<file path="config.mk">
export PLATFORM = sky130hd
export DESIGN_NAME = image_loader
export DESIGN_NICKNAME = d
export VERILOG_FILES = /design/src/rtl/snn_pkg.sv /design/src/rtl/image_loader_idle_timer.sv /design/src/rtl/image_loader.sv
export SDC_FILE = /design/constraint.sdc
export NUM_CORES = 1
export LEC_CHECK = 0
export BUFFER_PORTS_ARGS = -buffer_cell sky130_fd_sc_hd__buf_2
export CORE_MARGIN = 2
export CORE_UTILIZATION = 50
export CTS_CLUSTER_DIAMETER = 150
export DETAILED_ROUTE_END_ITERATION = 8
export GPL_ROUTABILITY_DRIVEN = 0
export PLACE_DENSITY_LB_ADDON = 0.1
export SYNTH_ARGS = -nofsm -noshare
export SYNTH_HDL_FRONTEND = slang
export SYNTH_SLANG_ARGS = --single-unit
</file>
<file path="constraint.sdc">
create_clock -name clk -period 3.3 [get_ports clk]
set_input_delay 0.495 -clock clk [delete_from_list [all_inputs] [get_ports clk]]
set_output_delay 0.495 -clock clk [all_outputs]
set_load 0.02 [all_outputs]
</file>
<file path="src/rtl/snn_pkg.sv">
// Shared definitions for the SNN input path.
// Holds the frame geometry used by image_loader and snn_core, and the
// loader FSM state type.
package snn_pkg;

  localparam int NUM_INPUT_BITS  = 784;
  localparam int INPUT_ADDR_W    = 10;
  localparam int BYTES_PER_FRAME = 98;

  typedef enum logic [1:0] {
    RECV      = 2'd0,
    UNPACK    = 2'd1,
    WAIT_CORE = 2'd2
  } loader_state_t;

endpackage

</file>
<file path="src/rtl/image_loader_idle_timer.sv">
// Inter-byte idle timer for image_loader.
// Down-counter loaded with TIMEOUT_CYC; counts enabled cycles and raises
// expire during the enabled cycle that reaches the terminal count.
//   clk, rst_n : clock, asynchronous active-low reset
//   clr        : reload the counter (wins over en)
//   en         : count this cycle
//   expire     : combinational one-cycle pulse on the TIMEOUT_CYC-th enabled cycle
module idle_timer #(
  parameter int TIMEOUT_CYC = 5000000,
  parameter int TO_W        = 23
) (
  input  logic clk,
  input  logic rst_n,
  input  logic clr,
  input  logic en,
  output logic expire
);

  localparam logic [TO_W-1:0] LOAD = TO_W'(TIMEOUT_CYC);

  logic [TO_W-1:0] cnt;

  assign expire = en && !clr && (cnt == TO_W'(1));

  always_ff @(posedge clk or negedge rst_n) begin
    if (!rst_n) begin
      cnt <= LOAD;
    end else if (clr || expire) begin
      cnt <= LOAD;
    end else if (en) begin
      cnt <= cnt - TO_W'(1);
    end
  end

endmodule

</file>
<file path="src/rtl/image_loader.sv">
// image_loader: unpacks UART bytes into 1-bit writes of the input RAM and
// hands a complete frame to snn_core.
//   clk, rst_n       : clock, asynchronous active-low reset
//   rx_rdy, rx_data  : received byte strobe and data
//   core_done        : classification finished pulse from snn_core
//   ram_we/addr/data : input RAM write port, byte k bit i -> address 8k+i
//   start            : one-cycle pulse once the whole frame is written
//   busy             : high from start until core_done
//   bytes_rcvd       : bytes accepted into the current frame
//   err_timeout      : pulse when an idle partial frame is discarded
//   overrun          : sticky dropped-byte flag, cleared on start
//
// state     | meaning
// RECV      | idle / between bytes; takes the held byte or a new rx byte
// UNPACK    | writing the 8 bits of the current byte, LSB first
// WAIT_CORE | frame handed off; incoming bytes are dropped until core_done
module image_loader
  import snn_pkg::*;
#(
  parameter int NUM_BITS    = NUM_INPUT_BITS,
  parameter int ADDR_W      = INPUT_ADDR_W,
  parameter int TIMEOUT_CYC = 5000000,
  parameter int TO_W        = 23
) (
  input  logic              clk,
  input  logic              rst_n,
  input  logic              rx_rdy,
  input  logic [7:0]        rx_data,
  input  logic              core_done,
  output logic              ram_we,
  output logic [ADDR_W-1:0] ram_addr,
  output logic              ram_data,
  output logic              start,
  output logic              busy,
  output logic [6:0]        bytes_rcvd,
  output logic              err_timeout,
  output logic              overrun
);

  localparam logic [ADDR_W-1:0] LAST_PTR = ADDR_W'(NUM_BITS);

  loader_state_t     state, state_d;
  logic [7:0]        shift, shift_d;
  logic [2:0]        bit_cnt, bit_cnt_d;
  logic [ADDR_W-1:0] bit_ptr, bit_ptr_d;
  logic              hold_full, hold_full_d;
  logic [7:0]        hold_data, hold_data_d;
  logic [6:0]        bytes_d;
  logic              overrun_d, busy_d, start_d, err_d;
  logic              ram_we_d, ram_data_d;
  logic [ADDR_W-1:0] ram_addr_d;
  logic [7:0]        byte_in;
  logic              timer_en, timer_clr, timer_expire;

  assign byte_in   = hold_full ? hold_data : rx_data;
  assign timer_en  = (state == RECV) && (bytes_rcvd != 7'd0) && !hold_full;
  assign timer_clr = rx_rdy || !timer_en;

  idle_timer #(
    .TIMEOUT_CYC(TIMEOUT_CYC),
    .TO_W       (TO_W)
  ) u_idle_timer (
    .clk   (clk),
    .rst_n (rst_n),
    .clr   (timer_clr),
    .en    (timer_en),
    .expire(timer_expire)
  );

  always_comb begin
    state_d     = state;
    shift_d     = shift;
    bit_cnt_d   = bit_cnt;
    bit_ptr_d   = bit_ptr;
    hold_full_d = hold_full;
    hold_data_d = hold_data;
    bytes_d     = bytes_rcvd;
    overrun_d   = overrun;
    busy_d      = busy;
    start_d     = 1'b0;
    err_d       = 1'b0;
    ram_we_d    = 1'b0;
    ram_addr_d  = ram_addr;
    ram_data_d  = ram_data;

    case (state)
      RECV: begin
        if (hold_full || rx_rdy) begin
          // Bit 0 is written on the capture edge so the 8 writes land in the
          // 8 cycles following rx_rdy.
          ram_we_d   = 1'b1;
          ram_addr_d = bit_ptr;
          ram_data_d = byte_in[0];
          shift_d    = {1'b0, byte_in[7:1]};
          bit_ptr_d  = bit_ptr + ADDR_W'(1);
          bit_cnt_d  = 3'd1;
          bytes_d    = bytes_rcvd + 7'd1;
          state_d    = UNPACK;
          if (hold_full) begin
            hold_full_d = rx_rdy;
            if (rx_rdy) hold_data_d = rx_data;
          end
        end else if (timer_expire) begin
          bit_ptr_d = '0;
          bytes_d   = 7'd0;
          err_d     = 1'b1;
        end
      end

      UNPACK: begin
        if (rx_rdy) begin
          if (!hold_full) begin
            hold_full_d = 1'b1;
            hold_data_d = rx_data;
          end else begin
            overrun_d = 1'b1;
          end
        end
        if (bit_cnt != 3'd0) begin
          ram_we_d   = 1'b1;
          ram_addr_d = bit_ptr;
          ram_data_d = shift[0];
          shift_d    = {1'b0, shift[7:1]};
          bit_ptr_d  = bit_ptr + ADDR_W'(1);
          bit_cnt_d  = bit_cnt + 3'd1;
        end else if (bit_ptr == LAST_PTR) begin
          start_d     = 1'b1;
          busy_d      = 1'b1;
          bit_ptr_d   = '0;
          bytes_d     = 7'd0;
          // Any byte still held or arriving now is lost by the flush, so it
          // re-arms the flag that start otherwise clears.
          overrun_d   = rx_rdy || hold_full;
          hold_full_d = 1'b0;
          state_d     = WAIT_CORE;
        end else begin
          state_d = RECV;
        end
      end

      WAIT_CORE: begin
        if (rx_rdy) overrun_d = 1'b1;
        if (core_done) begin
          busy_d  = 1'b0;
          state_d = RECV;
        end
      end

      default: state_d = RECV;
    endcase
  end

  always_ff @(posedge clk or negedge rst_n) begin
    if (!rst_n) begin
      state       <= RECV;
      shift       <= '0;
      bit_cnt     <= '0;
      bit_ptr     <= '0;
      hold_full   <= 1'b0;
      hold_data   <= '0;
      bytes_rcvd  <= '0;
      overrun     <= 1'b0;
      busy        <= 1'b0;
      start       <= 1'b0;
      err_timeout <= 1'b0;
      ram_we      <= 1'b0;
      ram_addr    <= '0;
      ram_data    <= 1'b0;
    end else begin
      state       <= state_d;
      shift       <= shift_d;
      bit_cnt     <= bit_cnt_d;
      bit_ptr     <= bit_ptr_d;
      hold_full   <= hold_full_d;
      hold_data   <= hold_data_d;
      bytes_rcvd  <= bytes_d;
      overrun     <= overrun_d;
      busy        <= busy_d;
      start       <= start_d;
      err_timeout <= err_d;
      ram_we      <= ram_we_d;
      ram_addr    <= ram_addr_d;
      ram_data    <= ram_data_d;
    end
  end

endmodule

</file>
# Word level (Yosys, flattened, before mapping)
# Cells that the tools add are included.
# classes
addsub	4
n_mul	0
div_mod_pow	0
magnitude_cmp	0
n_eq_ne	15
shift	0
muxes	60
n_bitwise	0
n_reduce_logical	24
# op_table
op	count
two-way mux 10 bit	6
two-way mux 8 bit	7
two-way mux 23 bit	2
one-hot mux 10 bit (2 select lines)	2
one-hot mux 8 bit (2 select lines)	2
two-way mux 7 bit	4
== test 23 x 1 -> 1 bit (second input constant)	1
two-way mux 1 bit	23
subtractor 23 x 1 -> 23 bit (second input constant)	1
inequality test 2 bit (second input constant)	8
one-hot mux 7 bit (2 select lines)	1
adder 10 x 1 -> 10 bit (second input constant)	1
== test 10 bit (second input constant)	1
one-hot mux 1 bit (2 select lines)	5
AND reduction 3 bit	3
two-way mux 2 bit	4
AND reduction 4 bit	2
adder 7 x 1 -> 7 bit (second input constant)	1
nonzero test 7 bit	1
two-way mux 3 bit	2
one-hot mux 2 bit (3 select lines)	1
one-hot mux 3 bit (2 select lines)	1
nonzero test 2 bit	3
AND reduction 5 bit	1
other kinds (12)	20
# totals
reg_bits	78
latch_bits	0
ram_bits	0
romBits	0
mem_count	0

# Longest topological paths before layout
# Gate-level depths: netlist (run 1).
# depth
ltp_word	11
ltp_mapped	9
ltp_nobuf	8

# By module
# A second synthesis (run 1) with hierarchy kept.
# unflattened
cells_unflattened	410
hier_area_um2	3975.1
# modules_own_cells
module	n_inst	cells_per_inst	area_per_inst_um2
image_loader	1	289	2747.6
idle_timer	1	121	1227.4

# Worst setup path before layout (run 1)
# Ideal clock, no wire load.
# synth_path
kind	register to register
start	reg bytes_rcvd[0]
end	reg u_idle_timer.cnt[19]
setup_time_ns	0.103
arrival_ns	2.460
t_required_ns	3.197
path_slack_ns	0.736
path_stages_with_launch	10
n_path_buf	1
path_cell_list	dfrtp_1 > inv_1 > ha_1 > or4b_2 > o31ai_1 > or4_1 > buf_2 > inv_1 > nor2_1 > o211ai_1
# synth_between
elab_chain_len	10
word_cells_on_any_way	11
# synth_rtl
item	line	source
from (decl)	image_loader.sv:35	output logic [6:0] bytes_rcvd,
from (signal assigned)	image_loader.sv:176	bytes_rcvd <= bytes_d;
nonzero test 7 bit (*)	image_loader.sv:56	assign timer_en = (state == RECV) && (bytes_rcvd != 7'd0) && !hold_full;
logical AND 1 bit (*) (2 in series)	image_loader.sv:56	
zero test 1 bit	image_loader.sv:57	assign timer_clr = rx_rdy || !timer_en;
logical OR 1 bit	image_loader.sv:57	
zero test 1 bit	image_loader_idle_timer.sv:23	assign expire = en && !clr && (cnt == TO_W'(1));
logical AND 1 bit (2 in series)	image_loader_idle_timer.sv:23	
logical OR 1 bit	image_loader_idle_timer.sv:28	end else if (clr || expire) begin
two-way mux 23 bit or nonzero test 2 bit (tied branches)	n/a	
to (signal assigned)	image_loader_idle_timer.sv:31	cnt <= cnt - TO_W'(1);
to (decl)	image_loader_idle_timer.sv:21	logic [TO_W-1:0] cnt;
# Mark *: on every way between the ends. The rest lies on a longest branch, timed or not.
# A chain may end at the register's enable or synchronous reset.

# Worst setup path in the final report (run 1)
# Same ends and word-level chain as after synthesis.

==> out/metrics.csv, run 1 <==
metric,value,unit
synth_edf_count,0,
die_w,92.0,um
placed_cell_area,4140,um2
multi_input_area,1790,um2
path_class,reg2reg,
drive_above_1_share,18.7,%
async_flop_share,100,%
rows,32,
most-common-layout-cells,"dfrtp_1 (69), nand2_1 (66), nor2_1 (37)",
netlist_area,3870,um2
period_minus_slack,2.92,ns
instances_no_fill,545,
final_util,57.7,%
cp_slowest_stage_delay,0.57,ns
p_sw,1190,uW
powerDensity,753,nW/um2
pwr-share-clk,26.1,%
max_freq,343,MHz
pwr-share-seq,40.5,%
area_growth,13.5,%
internal_power,2110,uW
gr-total-overflow,0,
min_path_type,in2async,
routedWlPerCell,14.6,um
relSlewSlack,35.3,%
dp.cells,529,
crit_required,3.54,ns
slowest_stage,or4b_2,
synth.avg_cell_area,9.55,um2
fin_nets,458,
p_leak,0.00196,uW
drc_errors,0,
ys_types,48,
mostFrequentLayoutCell,dfrtp_1,
fill_cells,702,
setup_viol_count_final,0,
grtUsageTotal,20.6,%
clock_sinks,77,
hold_slack,0.288,ns
critPathCaptureType,flop,
wl_met2,3.92,mm
cp.arrival,3.16,ns
drv_slew,0,
start_util,50.9,%
cap_violations,0,
vias,3034,
first_pass_iters,4,
antenna_found_initial,0,
die_h,92.0,um
dieArea,8460,um2
io-pin-count,35,
path_max_fanout,10,
wl_met3,312,um
grt_max_degree,78,
cts_tree,built,
ir_drop,0.000520,V
syn_nets,425,
path_cells,inv_1 -> ha_1 -> or4b_2 -> o31ai_1 -> or4_1 -> inv_1 -> nor2_1 -> o211ai_1,
routed_via_density,5.57,
clk_path_buf_depth,2,
hold_violations,0,
rsz0062_at_grt,no,
yosys_warnings,0,
ctsResizeCount,0,
cts_hold_buf,0,
top_layer,met4,
insertion_delay,0.35,ns
ys.flop_type,dfrtp_1,
wl_met1,3.62,mm
routed_wl,7.96,mm
switching_share,36.0,%
fin_setup_tns,0,ns
skew,0.0103,ns
hpwl,5.39,mm
fin_area,4390,um2
grt_pass1_wl,14.1,mm
cts_made_buffers,9,
n_antenna_cell,0,
synthCells,405,
timing.final.crit_share,88.4,%
synth-seq-cells,77,
drtAntennaViolNets,0,
port_buffers,34,
worst_pin_slew,0.971,ns
htree_levels,3,
run_status,completed,
drt_iter0_drc,140,
seq_area_frac_synth,50.1,%
combinationalPowerShare,33.3,%
postCtsSetupBuffers,0,
grt_pass1_vias,2947,
worst_path_most_repeated_cell,inv_1,
clk_pin_slew_worst_paths,0.08,ns
clockRootBuffer,clkbuf_8,
cp-start-kind,flop,
regArea,1940,um2
reg2regPathDepth,8,
design.core.area,7610,um2
-- worst paths after layout --
path,from,end,slack (ns)
setup / recovery,bytes_rcvd[0]$_DFFE_PN0P_,u_idle_timer.cnt[19]$_DFFE_PN1P_,0.38
max in group asynchronous,rst_n,overrun$_DFFE_PN0P_,2.37
hold reg to reg,ram_addr[4]$_DFFE_PN0P_,ram_addr[4]$_DFFE_PN0P_,0.48
min in group clk,rx_data[5],hold_data[5]$_DFFE_PN0P_,0.39
hold / removal,rst_n,u_idle_timer.cnt[0]$_DFFE_PN0P_,0.29
setup reg to reg,bytes_rcvd[0]$_DFFE_PN0P_,u_idle_timer.cnt[19]$_DFFE_PN1P_,0.38
-- power by group through the flow --
stage | Combinational, uW | Sequential, uW | Clock [uW]
6_report | 1100 | 1340 | 864
2_1_floorplan | 776 | 1390 | 0
5_1_grt | 1260 | 1380 | 920
3_3_place_gp | 1100 | 1350 | 0
3_5_place_dp | 1110 | 1360 | 0
4_1_cts | 1120 | 1340 | 889
-- flip-flops by register name, summed over array words and instances, names as in the netlist --
name and flops:
bit_cnt 3, bit_ptr 10, busy 1, bytes_rcvd 7
err_timeout 1, hold_data 8, hold_full 1, overrun 1
ram_addr 10, ram_data 1, ram_we 1, shift 7
start 1, state 2, u_idle_timer.cnt 23
-- cells by family (layout without fill, tap and decap cells) --
family | Yosys count | count (layout) | share of synthesized area (%)
AND/OR/NAND/NOR | 167 | 167 | 21.0
adder cells (fa/ha/maj) | 8 | 8 | 2.59
multiplexers | 22 | 22 | 5.98
AO/OA/AOI/OAI | 75 | 75 | 12.3
XOR/XNOR | 20 | 20 | 4.53
flip-flops | 77 | 77 | 50.1
buffers and inverters | 36 | 74 | 3.56
-- per-stage QoR --
step           power [uW]  setup slack (ns)
2_1_floorplan        2160             0.736
3_3_place_gp         2450             0.436
3_5_place_dp         2470             0.380
4_1_cts              3350             0.352
5_1_grt              3560            0.0869
6_report             3300             0.383
-- metal layers --
layer | GRT usage (%) | vias to the layer above
met1 | 27.1 | 1479
met2 | 34.4 | 65
met5 | 0 | -
met4 | 6.47 | 0
met3 | 4.44 | 11
li1 | - | 1479
-- cell usage after synthesis (all sizes together), types with 2 or more instances --
library cell	number	area, um2
dfrtp	69	1730
nand2	66	248
nor2	37	139
o21ai	35	175
inv	17	63.8
clkbuf	15	56.3
mux2i	13	130
nand3	12	60.1
nor3	12	60.1
xnor2	12	105
a21oi	11	55.1
mux2	9	101
or4	9	71.3
dfstp	8	210
ha	8	100
xor2	8	70.1
a211oi	7	57.6
nand4	5	31.3
o211ai	5	37.5
o31ai	5	37.5
nor2b	4	25.0
nor4	4	40.0
a22o	3	26.3
buf	3	13.8
nor4b	3	26.3
a31oi	2	12.5
and2	2	12.5
and3	2	12.5
nand2b	2	12.5
nor3b	2	15.0
or2	2	12.5
or3	2	18.8
-- critical path, delay by kind of cell, from the launching register on --
family / cells / cell delay, ns
AND/OR/NAND/NOR: 3 / 1.39
AO/OA/AOI/OAI: 2 / 0.64
flip-flops: 1 / 0.43
buffers and inverters: 2 / 0.23
adder cells (fa/ha/maj): 1 / 0.12
-- area by class of cell --
cell class	count	area share, %
repair buffers	40	4.96
clock buffers	9	2.82
flip-flops and latches	77	44.1
well taps	102	2.91
multi-input cells	292	40.9
clock inverters	7	2.79
inverters	18	1.54
Note: power is estimated with default switching activity, not from simulation.
==> inputs of run 2 (changes only) <==
Clock period 3.3 ns to 3.65 ns, I/O delays scaled along.
==> run 2 against run 1 <==
Net effect:
- clock skew down 0.00056 ns
- clock power fell by 24%
- critical endpoint is now u_idle_timer.cnt[21]$_DFFE_PN0P_
- clock-buffer cell count unchanged
- via count decreased by 2.2%
- setup slack improved by 0.34 ns
- register-to-register slack improved by 0.34 ns
==> out/metrics.csv, run 2 (synthesis gave the netlist of run 1 again) <==
metric,value,unit
hold_violations,0,
p_leak,0.00192,uW
grt_pass1_vias,2875,
drc_errors,0,
relSlewSlack,36.3,%
most-common-layout-cells,"dfrtp_1 (69), nand2_1 (66), nor2_1 (37)",
area_growth,11.4,%
hold_slack,0.329,ns
drtAntennaViolNets,0,
insertion_delay,0.35,ns
clockRootBuffer,clkbuf_8,
powerDensity,663,nW/um2
grtUsageTotal,20.2,%
drt_iter0_drc,156,
multi_input_area,1790,um2
fill_cells,695,
grt_max_degree,78,
crit_required,3.86,ns
dieArea,8460,um2
antenna_found_initial,0,
n_antenna_cell,0,
cts_hold_buf,0,
fin_nets,454,
ir_drop,0.000382,V
hpwl,5.38,mm
cp_slowest_stage_delay,0.72,ns
die_w,92.0,um
clk_path_buf_depth,2,
postCtsSetupBuffers,0,
routed_wl,7.90,mm
clock_sinks,77,
fin_ws,0.722,ns
design.core.area,7610,um2
first_pass_iters,4,
io-pin-count,35,
dp_slack,0.686,ns
setup_viol_count_final,0,
slowest_stage,or4_1,
reg_top3,"u_idle_timer.cnt: 23 flops, bit_ptr: 10 flops, ram_addr: 10 flops",
max_freq,342,MHz
gr-total-overflow,0,
clk_pin_slew_worst_paths,0.09,ns
timing.final.crit_share,80.2,%
skew,0.00975,ns
min_path_type,in2async,
routed_via_density,5.48,
regArea,1940,um2
htree_levels,3,
period_minus_slack,2.93,ns
regMostFlops,u_idle_timer.cnt,
run_status,completed,
port_buffers,34,
path_max_fanout,18,
cts_made_buffers,9,
die_h,92.0,um
drive_above_1_share,18.0,%
cp.arrival,3.14,ns
path_cells,nor4_4 -> o31ai_1 -> or4_1 -> nand2b_1 -> nor2_1,
final_util,56.7,%
mostFrequentLayoutCell,dfrtp_1,
p_total,2860,uW
path_class,reg2reg,
start_util,50.9,%
largest_reg_flops,23,
rsz0062_at_grt,no,
cts_tree,built,
critPathCaptureType,flop,
drv_slew,0,
routedWlPerCell,14.6,um
vias,2967,
ctsResizeCount,0,
cp-start-kind,flop,
grt_pass1_wl,13.6,mm
fin_setup_tns,0,ns
rows,32,
worst_pin_slew,0.955,ns
cap_violations,0,
[run 2: changes by cell type in the layout (fill, tap and decap cells not counted)]
cell / delta
inv_6: +1
clkinv_4: -1
buf_4: -4
bufinv_16: -2
clkinv_2: +2
[run 2: metrics by stage]
stage | std cells | cell area (um2)
after floorplan | 405 | 3870
after global placement | 525 | 4110
after detailed placement | 525 | 4110
after CTS | 541 | 4310
after global routing | 541 | 4310
final | 541 | 4310
[run 2: layer usage]
metal  part of all wire (%)  global-route usage [%]  up-vias  wire length (um)
li1                       -                       -     1467                 -
met1                     49                    27.4     1434              3840
met2                     47                    32.0       57              3740
met3                    2.9                    3.94        9               229
met4                    1.1                    7.96        0                89
met5                      0                       0        -                 0
[run 2: cell type report]
cell class              count  area share [%]
repair buffers             36            4.35
well taps                 102            2.96
flip-flops and latches     77            44.9
multi-input cells         292            41.6
clock inverters             7            1.68
inverters                  18            1.57
clock buffers               9            2.87
[run 2: power by group]
part / internal, uW / switching [uW] / total, uW / leakage (uW)
clock: 318 / 335 / 654 / 0.0000960
combinational: 381 / 573 / 954 / 0.000853
sequential: 1060 / 193 / 1250 / 0.000973
total: 1760 / 1100 / 2860 / 0.00192
[run 2: critical path: cells and delay by family (launching register included)]
kind | cells | cell delay [ns]
AOI/OAI and AO/OA | 1 | 0.24
DFF | 1 | 0.60
and+or+nand+nor | 4 | 1.95
[run 2: path summary, 6_finish.rpt]
| kind | cells after the start | from | end | slack (ns) |
|---|---|---|---|---|
| max | 5 | state[0]$_DFFE_PN0P_ | u_idle_timer.cnt[21]$_DFFE_PN0P_ | 0.72 |
| min | 1 | rst_n | u_idle_timer.cnt[16]$_DFFE_PN0P_ | 0.33 |
| max reg2reg | 5 | state[0]$_DFFE_PN0P_ | u_idle_timer.cnt[21]$_DFFE_PN0P_ | 0.72 |
| min reg2reg | 2 | ram_addr[7]$_DFFE_PN0P_ | ram_addr[7]$_DFFE_PN0P_ | 0.48 |
| max in group asynchronous | 1 | rst_n | shift[0]$_DFFE_PN0P_ | 2.69 |
| min in group clk | 2 | rx_data[1] | hold_data[1]$_DFFE_PN0P_ | 0.44 |
==> inputs of run 3 (changes only) <==
Settings changed: ABC_AREA from default to 1.
Clock period 3.65 ns to 2.55 ns, I/O delays scaled along.
==> run 3 against run 2 <==
Net effect:
- core utilization is 0.64 points higher
- synthesized area is 9.3% higher
- highest routed layer unchanged
- register-to-register slack worse by 0.26 ns
- global-route usage grew 1.4 points
- cell area increased by 9.2%
- sequential cell count did not move
==> out/metrics.csv, run 3 <==
metric,value,unit
cp.arrival,2.33,ns
synth_top_area_cell,dfrtp_1,
ys_top_cells_by_count,"nand2_1 (169), nor2_1 (79), dfrtp_1 (69)",
p_total,4660,uW
synth.avg_cell_area,7.53,um2
drt_iter0_drc,147,
die_h,96.0,um
min_path_type,in2reg,
routed_via_density,5.17,
grt_pass1_wl,15.6,mm
run_status,completed,
n_antenna_cell,0,
io-pin-count,35,
drv_slew,0,
hpwl,6.58,mm
most-common-layout-cells,"nand2_1 (169), nor2_1 (78), dfrtp_1 (69)",
fill_cells,790,
fin_setup_tns,0,ns
clk_pin_slew_worst_paths,0.08,ns
critPathCaptureType,flop,
grt_max_degree,39,
ctsResizeCount,0,
reg_top3,"u_idle_timer.cnt: 23 flops, bit_ptr: 10 flops, ram_addr: 10 flops",
timing.final.crit_share,82.0,%
antenna_found_initial,0,
synthCells,562,
hold_violations,0,
largest_reg_flops,23,
cap_violations,0,
relSlewSlack,66.2,%
cp-start-kind,flop,
syn_nets,582,
yosysTopAreaCellShare,40.8,%
synthMostInstantiatedCell,nand2_1,
ys.flop_type,dfrtp_1,
grt_pass1_vias,3419,
rsz0062_at_grt,no,
period_minus_slack,2.09,ns
drc_errors,0,
crit_required,2.79,ns
cts_made_buffers,9,
regMostFlops,u_idle_timer.cnt,
mostFrequentLayoutCell,nand2_1,
max_freq,479,MHz
path_max_fanout,29,
dieArea,9210,um2
multi_input_area,2000,um2
netlist_area,4230,um2
drive_above_1_share,13.6,%
p_leak,0.00237,uW
synth_area_leaders,"dfrtp_1 (41%), nand2_1 (15%), nor2_1 (7.0%)",
synth_edf_count,0,
port_buffers,34,
clock_sinks,77,
first_pass_iters,5,
yosys_warnings,0,
insertion_delay,0.36,ns
async_flop_share,100,%
routedWlPerCell,13.1,um
synth-seq-cells,77,
skew,0.0105,ns
gr-total-overflow,0,
setup_viol_count_final,0,
cts_tree,built,
grtUsageTotal,21.6,%
path_class,reg2reg,
design.core.area,8220,um2
htree_levels,3,
ys_types,33,
powerDensity,989,nW/um2
area_growth,11.3,%
die_w,96.0,um
routed_wl,9.24,mm
ir_drop,0.000575,V
seq_area_frac_synth,45.8,%
start_util,51.5,%
clockRootBuffer,clkbuf_8,
drtAntennaViolNets,0,
postCtsSetupBuffers,0,
worst_pin_slew,0.507,ns
rows,33,
vias,3660,
clk_path_buf_depth,2,
regArea,1940,um2
fin_nets,618,
## run 3: path summary, 6_finish.rpt
check,startpoint,end,slack (ns),cells past startpoint
max reg2reg,hold_full$_DFFE_PN0P_,ram_data$_DFFE_PN0P_,0.46,8
min in group asynchronous,rst_n,u_idle_timer.cnt[7]$_DFFE_PN0P_,0.53,2
max,hold_full$_DFFE_PN0P_,ram_data$_DFFE_PN0P_,0.46,8
max in group asynchronous,rst_n,u_idle_timer.cnt[19]$_DFFE_PN1P_,1.42,3
min,core_done,busy$_DFFE_PN0P_,0.20,2
min reg2reg,ram_addr[9]$_DFFE_PN0P_,ram_addr[9]$_DFFE_PN0P_,0.48,2
## run 3: where the power goes
group	internal, uW	leakage, uW	switching (uW)
Sequential	1550	0.000991	272
Clock	475	0.0000943	471
Combinational	601	0.00128	1290
## run 3: timing repair
action                                  in CTS  in global routing
endpoints found under the setup margin       0                  0
endpoints found under the hold margin        2                  0
hold buffers                                 1                  0
## run 3: cell families (layout without fill, tap and decap cells)
group	Yosys count	in the layout	synth area share [%]
simple gates	325	325	33.1
fa+ha+maj	8	8	2.37
buf+inv	71	112	7.04
xor+xnor	16	16	3.31
flops	77	77	45.8
compound gates	65	65	8.40
## run 3: final cells by class
type | instances | share of cell area [%]
multi-input cells | 414 | 42.4
repair buffers | 40 | 4.94
inverters | 56 | 4.46
flip-flops and latches | 77 | 41.1
clock inverters | 6 | 1.33
well taps | 105 | 2.79
clock buffers | 10 | 2.92
## run 3: worst max-delay path: stages (launching register included)
cell	delay, ns
dfrtp_1	0.66
nor2_4	0.10
inv_1	0.37
nand2_1	0.17
inv_1	0.12
nor2_2	0.05
buf_4	0.21
a21oi_1	0.20
a21oi_1	0.09
## run 3: layer usage
metal  up-vias  wire length [um]  global-route usage [%]  share of wire (%)
met5         -                 0                       0                  0
met4         0               104                    8.81                1.1
met3        10               302                    3.21                3.3
met2        55              4370                    35.4                 47
met1      1734              4470                    28.7                 48
li1       1861                 -                       -                  -
## run 3: through the flow
| stage | worst slack (ns) | hold slack, ns | cell area, um2 | utilization [%] | instances |
|---|---|---|---|---|---|
| global placement | 0.495 | 0.391 | 4500 | 54.7 | 691 |
| global route | 0.270 | 0.209 | 4710 | 57.3 | 708 |
| floorplan | 0.818 | 0.0869 | 4230 | - | 562 |
| detailed placement | 0.482 | 0.388 | 4500 | 54.7 | 691 |
| finish | 0.460 | 0.203 | 4710 | 57.3 | 708 |
| CTS | 0.478 | 0.191 | 4710 | 57.3 | 708 |
